[src/rtl/clkgen_pkg.sv]
// ============================================================================
// Module      : clkgen_pkg
// Description : Shared state encoding and defaults for the tick/clock-enable
//               generator and its sequencer.
// Revision    : 1.0 - initial release
// ============================================================================
`default_nettype none

package clkgen_pkg;

    typedef enum logic [1:0] {
        IDLE = 2'd0,
        RUN  = 2'd1,
        PEND = 2'd2
    } state_t;

    localparam int CLKGEN_DEFAULT_DIV = 5;

endpackage : clkgen_pkg

`default_nettype wire

[src/rtl/clk_div_core.sv]
// ============================================================================
// Module      : clk_div_core
// Description : Divide-by-N counter with wrap detect and registered tick and
//               clk_out. Holds the active divisor and exposes load/clear inputs.
// Revision    : 1.0 - initial release
// ============================================================================
`default_nettype none

module clk_div_core #(
    parameter int NBITS       = 16,
    parameter int DEFAULT_DIV = 5
) (
    input  logic             clk,
    input  logic             reset,
    input  logic             en_i,
    input  logic             clear_i,
    input  logic             load_i,
    input  logic [NBITS-1:0] load_div_i,
    output logic             wrap_o,
    output logic             tick_o,
    output logic             clk_out_o
);

    logic [NBITS-1:0] cnt_q, cnt_d;
    logic [NBITS-1:0] div_q, div_d;
    logic             tick_q, tick_d;
    logic             clk_out_q, clk_out_d;

    // div_q is never zero, so div_q - 1 cannot underflow.
    assign wrap_o    = en_i && (cnt_q == (div_q - NBITS'(1)));
    assign tick_o    = tick_q;
    assign clk_out_o = clk_out_q;

    always_comb begin
        div_d     = div_q;
        cnt_d     = cnt_q;
        tick_d    = 1'b0;
        clk_out_d = clk_out_q;
        if (load_i) begin
            div_d = (load_div_i == '0) ? NBITS'(1) : load_div_i;
        end
        if (clear_i || !en_i) begin
            cnt_d = '0;
        end else if (wrap_o) begin
            cnt_d     = '0;
            tick_d    = 1'b1;
            clk_out_d = ~clk_out_q;
        end else begin
            cnt_d = cnt_q + NBITS'(1);
        end
    end

    always_ff @(posedge clk) begin
        if (reset) begin
            cnt_q     <= '0;
            div_q     <= NBITS'(DEFAULT_DIV);
            tick_q    <= 1'b0;
            clk_out_q <= 1'b0;
        end else begin
            cnt_q     <= cnt_d;
            div_q     <= div_d;
            tick_q    <= tick_d;
            clk_out_q <= clk_out_d;
        end
    end

endmodule : clk_div_core

`default_nettype wire

[src/rtl/clk_div_sched.sv]
// ============================================================================
// Module      : clk_div_sched
// Description : Start/stop sequencer with one-shot/periodic modes and
//               period-aligned divisor reconfiguration over valid/ready.
//               Optional tick counter output enabled by CLKGEN_TICK_CNT_EN.
// Revision    : 1.0 - initial release
// ============================================================================
`default_nettype none

module clk_div_sched
    import clkgen_pkg::*;
#(
    parameter int NBITS       = 16,
    parameter int DEFAULT_DIV = CLKGEN_DEFAULT_DIV
) (
    input  logic             clk,
    input  logic             reset,
    input  logic             start,
    input  logic             stop,
    input  logic             cfg_valid,
    input  logic [NBITS-1:0] cfg_div,
    input  logic             cfg_oneshot,
    output logic             cfg_ready,
    output logic             tick,
    output logic             clk_out,
    output logic             busy,
`ifdef CLKGEN_TICK_CNT_EN
    output logic             done,
    output logic [NBITS-1:0] tick_cnt
`else
    output logic             done
`endif
);

    state_t           state_q;
    logic             oneshot_q;
    logic [NBITS-1:0] shadow_div_q;
    logic             shadow_os_q;
    logic             done_q;

    logic             w_xfer;
    logic             w_wrap;
    logic             w_load;
    logic [NBITS-1:0] w_load_div;
    logic             w_load_os;

    assign cfg_ready = (state_q != PEND);
    assign busy      = (state_q != IDLE);
    assign done      = done_q;
    assign w_xfer    = cfg_valid && cfg_ready;

    // A config lands in the active registers only on a period boundary:
    // immediately when idle, at a wrap, or when stop ends the run.
    always_comb begin
        w_load     = 1'b0;
        w_load_div = cfg_div;
        w_load_os  = cfg_oneshot;
        if (state_q == PEND && (stop || w_wrap)) begin
            w_load     = 1'b1;
            w_load_div = shadow_div_q;
            w_load_os  = shadow_os_q;
        end else if (w_xfer && (stop || state_q == IDLE || w_wrap)) begin
            w_load = 1'b1;
        end
    end

    clk_div_core #(
        .NBITS       (NBITS),
        .DEFAULT_DIV (DEFAULT_DIV)
    ) u_core (
        .clk        (clk),
        .reset      (reset),
        .en_i       (state_q != IDLE),
        .clear_i    (stop),
        .load_i     (w_load),
        .load_div_i (w_load_div),
        .wrap_o     (w_wrap),
        .tick_o     (tick),
        .clk_out_o  (clk_out)
    );

    always_ff @(posedge clk) begin
        if (reset) begin
            state_q      <= IDLE;
            oneshot_q    <= 1'b0;
            shadow_div_q <= NBITS'(DEFAULT_DIV);
            shadow_os_q  <= 1'b0;
            done_q       <= 1'b0;
        end else begin
            done_q <= 1'b0;
            if (w_load) begin
                oneshot_q <= w_load_os;
            end
            if (stop) begin
                state_q <= IDLE;
            end else begin
                case (state_q)
                    IDLE: begin
                        if (start) begin
                            state_q <= RUN;
                        end
                    end
                    RUN: begin
                        if (w_wrap) begin
                            if (oneshot_q) begin
                                done_q  <= 1'b1;
                                state_q <= IDLE;
                            end
                        end else if (w_xfer) begin
                            shadow_div_q <= cfg_div;
                            shadow_os_q  <= cfg_oneshot;
                            state_q      <= PEND;
                        end
                    end
                    PEND: begin
                        // The period that ends here still obeys the old mode.
                        if (w_wrap) begin
                            done_q  <= oneshot_q;
                            state_q <= oneshot_q ? IDLE : RUN;
                        end
                    end
                    default: begin
                        state_q <= IDLE;
                    end
                endcase
            end
        end
    end

`ifdef CLKGEN_TICK_CNT_EN
    logic [NBITS-1:0] tick_cnt_q;

    assign tick_cnt = tick_cnt_q;

    always_ff @(posedge clk) begin
        if (reset) begin
            tick_cnt_q <= '0;
        end else if (state_q == IDLE && start && !stop) begin
            tick_cnt_q <= '0;
        end else if (w_wrap && !stop && !(&tick_cnt_q)) begin
            tick_cnt_q <= tick_cnt_q + NBITS'(1);
        end
    end
`endif

endmodule : clk_div_sched

`default_nettype wire

[config.mk]
export PLATFORM = sky130hd
export DESIGN_NAME = clk_div_sched
export DESIGN_NICKNAME = d
export VERILOG_FILES = /design/src/rtl/clkgen_pkg.sv /design/src/rtl/clk_div_core.sv /design/src/rtl/clk_div_sched.sv
export SDC_FILE = /design/constraint.sdc
export NUM_CORES = 1
export LEC_CHECK = 0
export CAP_MARGIN = 10
export CORE_MARGIN = 3
export CORE_UTILIZATION = 40
export CTS_CLUSTER_SIZE = 14
export DETAILED_ROUTE_END_ITERATION = 10
export SETUP_SLACK_MARGIN = 0.15
export SYNTH_ARGS = -nofsm -noshare
export SYNTH_HDL_FRONTEND = slang
export SYNTH_SLANG_ARGS = --single-unit
[constraint.sdc]
create_clock -name clk -period 2.96 [get_ports clk]
set_clock_uncertainty 0.15 [all_clocks]
set_input_delay 0.592 -clock clk [delete_from_list [all_inputs] [get_ports clk]]
set_output_delay 0.592 -clock clk [all_outputs]
set_load 0.01 [all_outputs]
==> results of run 1 <==
==> per-layer routing <==
metal,share of wire (%),vias to the layer above,wire length (um),GRT usage [%]
met5,0,-,0,0
met4,1.1,0,91,4.81
met3,3.4,9,278,2.63
met2,46,59,3740,29.4
met1,49,1361,3970,27.1
li1,-,1465,-,-
==> worst max-delay path, delay by kind of cell, from the launching register on <==
kind | cells | cell delay, ns
flops | 1 | 0.33
compound gates | 3 | 0.74
buf+inv | 3 | 0.50
simple gates | 4 | 0.99
mux | 1 | 0.16
==> flip-flops by register name, summed over array words and instances, names as in the netlist <==
name / cells
state_q: 2
shadow_os_q: 1
u_core.tick_o: 1
done: 1
shadow_div_q: 16
u_core.div_q: 16
u_core.cnt_q: 16
oneshot_q: 1
u_core.clk_out_o: 1
==> layout by cell type (no fill, tap or decap), drive strengths merged, types with 2 or more instances in the layout <==
cell	synthesis	routed
and3	7	7
or3	5	5
o21ai	7	7
nor4	15	15
nand2	47	47
clkbuf	12	6
buf	8	38
or4	4	4
a211oi	2	2
nor2	59	59
a211o	3	3
nand3	14	14
a31oi	3	3
a21oi	6	6
nor3	12	12
nand4	4	4
clkdlybuf4s50	0	26
o211ai	2	2
dfxtp	55	55
a41oi	2	2
ha	6	6
o21a	5	5
o32ai	2	2
xor2	17	17
a311oi	15	15
a2111oi	2	2
xnor2	17	17
inv	14	15
mux2i	16	16
a311o	2	2
==> power groups by stage <==
stage          sequential [W]  combinational [W]  clock [W]
2_1_floorplan        0.000799           0.000184          0
3_3_place_gp         0.000808           0.000295          0
3_5_place_dp         0.000808           0.000296          0
4_1_cts              0.000792           0.000325   0.000489
5_1_grt              0.000798           0.000377   0.000524
6_report             0.000794           0.000347   0.000475
==> area by class of cell <==
class	instances	area [um^2]	share of cell area, %
well taps	99	124	3.05
flip-flops and latches	55	1100	27.2
repair buffers	64	633	15.6
clock inverters	2	20.0	0.494
inverters	14	52.6	1.30
clock buffers	6	82.6	2.04
multi-input cells	292	2040	50.3
==> worst paths after layout <==
check | start | endpoint | slack, ns | cells after the start
max | u_core.div_q[4] | shadow_div_q[2] | -0.02 | 11
min | shadow_div_q[0] | shadow_div_q[0] | 0.33 | 1
max reg2reg | u_core.div_q[4] | shadow_div_q[2] | -0.02 | 11
min reg2reg | shadow_div_q[0] | shadow_div_q[0] | 0.33 | 1
==> metrics by stage <==
| step | TNS (ns) | instances |
|---|---|---|
| 3_3_place_gp | 0 | 518 |
| 5_1_grt | -2.46 | 532 |
| 6_report | -0.100 | 532 |
| 4_1_cts | -0.0187 | 532 |
| 3_5_place_dp | -2.76 | 518 |
| 2_1_floorplan | -0.124 | 381 |
==> logic make-up (layout without fill, tap and decap cells) <==
logic type	count (synthesis)	count (layout)	share of synthesized area, %
xor+xnor	34	34	9.51
compound gates	61	61	15.9
buf+inv	34	86	4.88
mux	16	16	5.24
simple gates	175	175	26.9
fa+ha+maj	6	6	2.40
flops	55	55	35.2
==> what timing repair did <==
action,in CTS,in global routing
setup buffers,5,0
endpoints found under the hold margin,0,0
setup endpoints to repair,52,52
pin swaps,15,8
hold buffers,0,0
gates cloned,1,0
resized for setup,21,19
==> results.yml, run 1 <==
place:
  dp_hpwl_um: 5890
  numPortBuffers: 26
  gp_congestion: 1.03
  place_area_um2: 3700
  pre_cts_slack_ns: -0.148
logic_synthesis:
  synth_cells: 381
  yosys_warnings: 0
  synth_edf_count: 0
  yosysTopAreaCellShare_pct: 35.2
  yosys.area.top_type: "dfxtp_1"
  synth_flop_cell: "dfxtp_1"
  synth-seq-cells: 55
  seq_area_frac_synth_pct: 35.2
  yosys-top-cells-area: "dfxtp_1, nor2_1, nand2_1"
  netlist_area_um2: 3130
  ys_top_cells_by_count: "nor2_1, dfxtp_1, nand2_1, xnor2_1, xor2_1"
  synth_fp_nets: 409
  postSynth.asyncResetShare_pct: 0
  syn_area_per_cell_um2: 8.22
  synth.distinct_cells: 55
  yosysMostFrequentCell: "nor2_1"
timing:
  drv_slew: 0
  maxSlewHeadroom_pct: 67.1
  timing.final.ws_setup_ns: -0.0246
  hold_slack_ns: 0.335
  finalCriticalPeriod_ns: 2.98
  period_share_pct: 101
  max_freq_ghz: 0.335
  finalSetupViolCount: 5
  grt_setup_unrepaired: "yes"
  worst_slew_pin_slew_ns: 0.492
  hold_viol_final: 0
pwr:
  switchingPower_w: 0.000479
  swShare_pct: 29.7
  pwr-share-seq_pct: 49.1
  powerDensity_nw_per_um2: 398
  pwr-share-clk_pct: 29.4
  power_leakage_nw: 1.58
  power_frac_comb_pct: 21.5
  total_power_w: 0.00162
  ir_drop_uv: 225
  intPower_w: 0.00114
setup_path:
  slowest_stage: "or4_4"
  crit_fanout: 19
  required_ns: 3.02
  critPathKind: "register to register"
  critPathMaxStageDelay_ns: 0.55
  end_kind: "register"
  critPathLaunchType: "register"
  crit_path_cell_trace: "or4_4 -> buf_6 -> o41ai_2 -> o32ai_1 -> mux2i_2 -> buf_4 -> nand4_4 -> nand3_1 -> buf_12 -> nor2_1 -> a211o_1"
  crit_arrival_ns: 3.05
cells_and_area:
  final_area_um2: 4060
  drive_gt1_share_pct: 19.9
  nets: 460
  areaGrowthSynthToFinish_pct: 29.6
  nFillCells: 697
  final_core_util_pct: 54.8
  n_antenna_cell: 0
die:
  core_region_area_um2: 7410
  die_area_um2: 8920
  die_w_um: 94.5
  placementRows: 31
  ioPinCount: 27
  initial_core_util_pct: 42.3
  die_h_um: 94.5
outcome:
  violations: "negative setup slack"
  status: "finished, violations left"
detailed_routing:
  drc: 0
  drtIter0Drc: 104
  routedWlPerCell_um: 15.2
  ant_nets: 0
  vias: 2894
  drtPass1Iterations: 4
  vias_per_cell: 5.44
  drt_wl_total_um: 8080
global_route:
  grt_pass1_wl_um: 13400
  grt_max_degree: 39
  first_global_vias: 2731
  overflow: 0
  grt_usage_pct: 18.8
  antenna_found_initial: 0
clock_tree:
  path_clk_slew_ns: 0.11
  cts.path.max_buffers: 2
  cts_made_buffers: 5
  cts.sinks: 55
  ctsHtreeMaxLevel: 2
  clk_latency_ns: 0.32
  cts_tree: "yes"
  clockRootBuffer: "clkbuf_8"
hold_path:
  hold_class: "register to register"
flow_run:
  max_cap_viol_count: 0
Note: power is estimated with default switching activity, not from simulation.
==> inputs of run 2 (changes only) <==
--- a/config.mk
+++ b/config.mk
@@ -5,7 +5,6 @@
 export SDC_FILE = /design/constraint.sdc
 export NUM_CORES = 1
 export LEC_CHECK = 0
-export CAP_MARGIN = 10
 export CORE_MARGIN = 3
 export CORE_UTILIZATION = 40
 export CTS_CLUSTER_SIZE = 14
==> results of run 2 <==
Final layout, timing and power as in run 1 (identical DEF).
==> inputs of run 3 (changes only) <==
--- a/config.mk
+++ b/config.mk
@@ -9,6 +9,7 @@
 export CORE_UTILIZATION = 40
 export CTS_CLUSTER_SIZE = 14
 export DETAILED_ROUTE_END_ITERATION = 10
+export PLACE_DENSITY = 0.64
 export SETUP_SLACK_MARGIN = 0.15
 export SYNTH_ARGS = -nofsm -noshare
 export SYNTH_HDL_FRONTEND = slang
==> run 3 against run 2 <==
The flow still finishes with violations (negative setup slack). Worst setup slack gained 0.018 ns. Worst hold slack lost 0.0053 ns. Cell count is 1.1% lower. Critical path depth stayed put. Largest power group unchanged. Non-clock buffer count is 5 lower. Count of clock-buffer cells in the layout fell by 1. Flip-flop and latch count stayed put. Die area unchanged. Sequential power barely moved. Clock power down 9.5%.
==> results.yml, run 3 (synthesized netlist as in run 1, its figures left out) <==
timing:
  drv_slew: 0
  setup_tns_ns: -0.00661
  grt_setup_unrepaired: "yes"
  finalSetupViolCount: 1
  timing.final.ws_setup_ns: -0.00661
  max_freq_ghz: 0.337
  finalCriticalPeriod_ns: 2.97
  hold_viol_final: 0
  worst_slew_pin_slew_ns: 0.559
  period_share_pct: 100
  hold_slack_ns: 0.329
  maxSlewHeadroom_pct: 62.6
pwr:
  power_frac_comb_pct: 20.6
  intPower_w: 0.00109
  power_leakage_nw: 1.51
  swShare_pct: 29.5
  pwr-share-seq_pct: 51.4
  switchingPower_w: 0.000454
  pwr-share-clk_pct: 27.9
  powerDensity_nw_per_um2: 396
  ir_drop_uv: 278
  total_power_w: 0.00154
setup_path:
  critPathKind: "register to register"
  slowest_stage: "or4_4"
  crit_fanout: 8
  end_kind: "register"
  crit_path_cell_trace: "or4_4 -> buf_6 -> o41ai_2 -> o32ai_1 -> mux2i_2 -> nand4_4 -> a21oi_4 -> buf_4 -> buf_6 -> nand2_1 -> a311oi_1"
  crit_family: "compound AO/OA/AOI/OAI gates"
  required_ns: 3.04
  crit_arrival_ns: 3.05
  crit_top_cell: "buf_6"
  critPathLaunchType: "register"
  crit_buf_inv: 3
  critPathMaxStageDelay_ns: 0.55
global_route:
  grt_usage_pct: 17.5
  first_global_vias: 2662
  grt_pass1_wl_um: 12600
  grt_max_degree: 39
  antenna_found_initial: 0
  overflow: 0
detailed_routing:
  drt_wl_total_um: 7710
  ant_nets: 0
  drtIter0Drc: 106
  vias_per_cell: 5.48
  vias: 2881
  drc: 0
  drtPass1Iterations: 4
  routedWlPerCell_um: 14.7
clock_tree:
  cts.path.max_buffers: 2
  cts_hold_buf: 0
  ctsHtreeMaxLevel: 2
  path_clk_slew_ns: 0.11
  cts_tree: "yes"
  cts.sinks: 55
  clockRootBuffer: "clkbuf_8"
  cts_made_buffers: 5
  clk_latency_ns: 0.32
die:
  ioPinCount: 27
  placementRows: 31
  core_region_area_um2: 7410
  initial_core_util_pct: 42.3
  die_w_um: 94.5
  die_h_um: 94.5
  die_area_um2: 8920
place:
  dp_hpwl_um: 5690
  numPortBuffers: 26
  pre_cts_slack_ns: -0.0345
  gp_congestion: 0.890
outcome:
  status: "finished, violations left"
  violations: "negative setup slack"
hold_path:
  hold_class: "register to register"
cells_and_area:
  regArea_um2: 1110
  final_common_cell: "nor2_1"
  layout.cells.most_common_list: "nor2_1, dfxtp_1, nand2_1"
  reg_top3: "shadow_div_q x16, u_core.cnt_q x16, u_core.div_q x16"
  n_antenna_cell: 0
  drive_gt1_share_pct: 14.3
  nets: 455
  multi_input_area_um2: 1930
  nFillCells: 682
  areaGrowthSynthToFinish_pct: 24.3
flow_run:
  max_cap_viol_count: 0
run 3: changes by cell type in the layout (fill, tap and decap cells not counted), moves of 2 or more:
| cell | previous run | this run |
|---|---|---|
| or4_1 | 1 | 3 |
| dfxtp_2 | 2 | 4 |
| dfxtp_1 | 53 | 51 |
| or4_4 | 3 | 1 |
| a311oi_2 | 9 | 2 |
| a311oi_1 | 6 | 13 |
| buf_6 | 8 | 3 |
| nand2_2 | 5 | 0 |
| nand2_1 | 41 | 47 |
run 3: area by class of cell:
type | count | share of cell area [%]
clock buffers | 5 | 1.77
clock inverters | 2 | 0.418
inverters | 14 | 1.35
multi-input cells | 292 | 49.7
flip-flops and latches | 55 | 28.4
well taps | 99 | 3.18
repair buffers | 59 | 15.1
run 3: per-stage QoR:
step	util [%]	cells	cell area (um^2)
2_1_floorplan	-	381	3170
3_3_place_gp	49.8	515	3690
3_5_place_dp	49.8	515	3690
4_1_cts	51.9	524	3850
5_1_grt	52.5	526	3890
6_report	52.5	526	3890
run 3: layer usage:
layer  GRT usage, %  part of all wire (%)
met1           23.7                    50
met2           27.9                    44
met3           3.35                   4.0
met4           6.01                   1.8
met5              0                     0
run 3: power groups by stage:
stage | clock [W] | combinational (W) | sequential (W)
after floorplan | 0 | 0.000184 | 0.000799
after global placement | 0 | 0.000291 | 0.000807
after detailed placement | 0 | 0.000295 | 0.000808
after CTS | 0.000439 | 0.000309 | 0.000791
after global routing | 0.000464 | 0.000346 | 0.000795
final | 0.000430 | 0.000318 | 0.000792
run 3: path summary, 6_finish.rpt:
path                                 startpoint              end  slack (ns)  cells after the start
worst max-delay path            u_core.div_q[4]  u_core.div_q[1]      -0.007                     11
worst min register to register  shadow_div_q[0]  shadow_div_q[0]        0.33                      1
worst max register to register  u_core.div_q[4]  u_core.div_q[1]      -0.007                     11
worst min-delay path            shadow_div_q[0]  shadow_div_q[0]        0.33                      1
run 3: timing repair:
item,in CTS,in global routing
resized for setup,9,6
buffers inserted,1,2
setup endpoints to repair,37,37
gates cloned,1,0
pin swaps,3,6
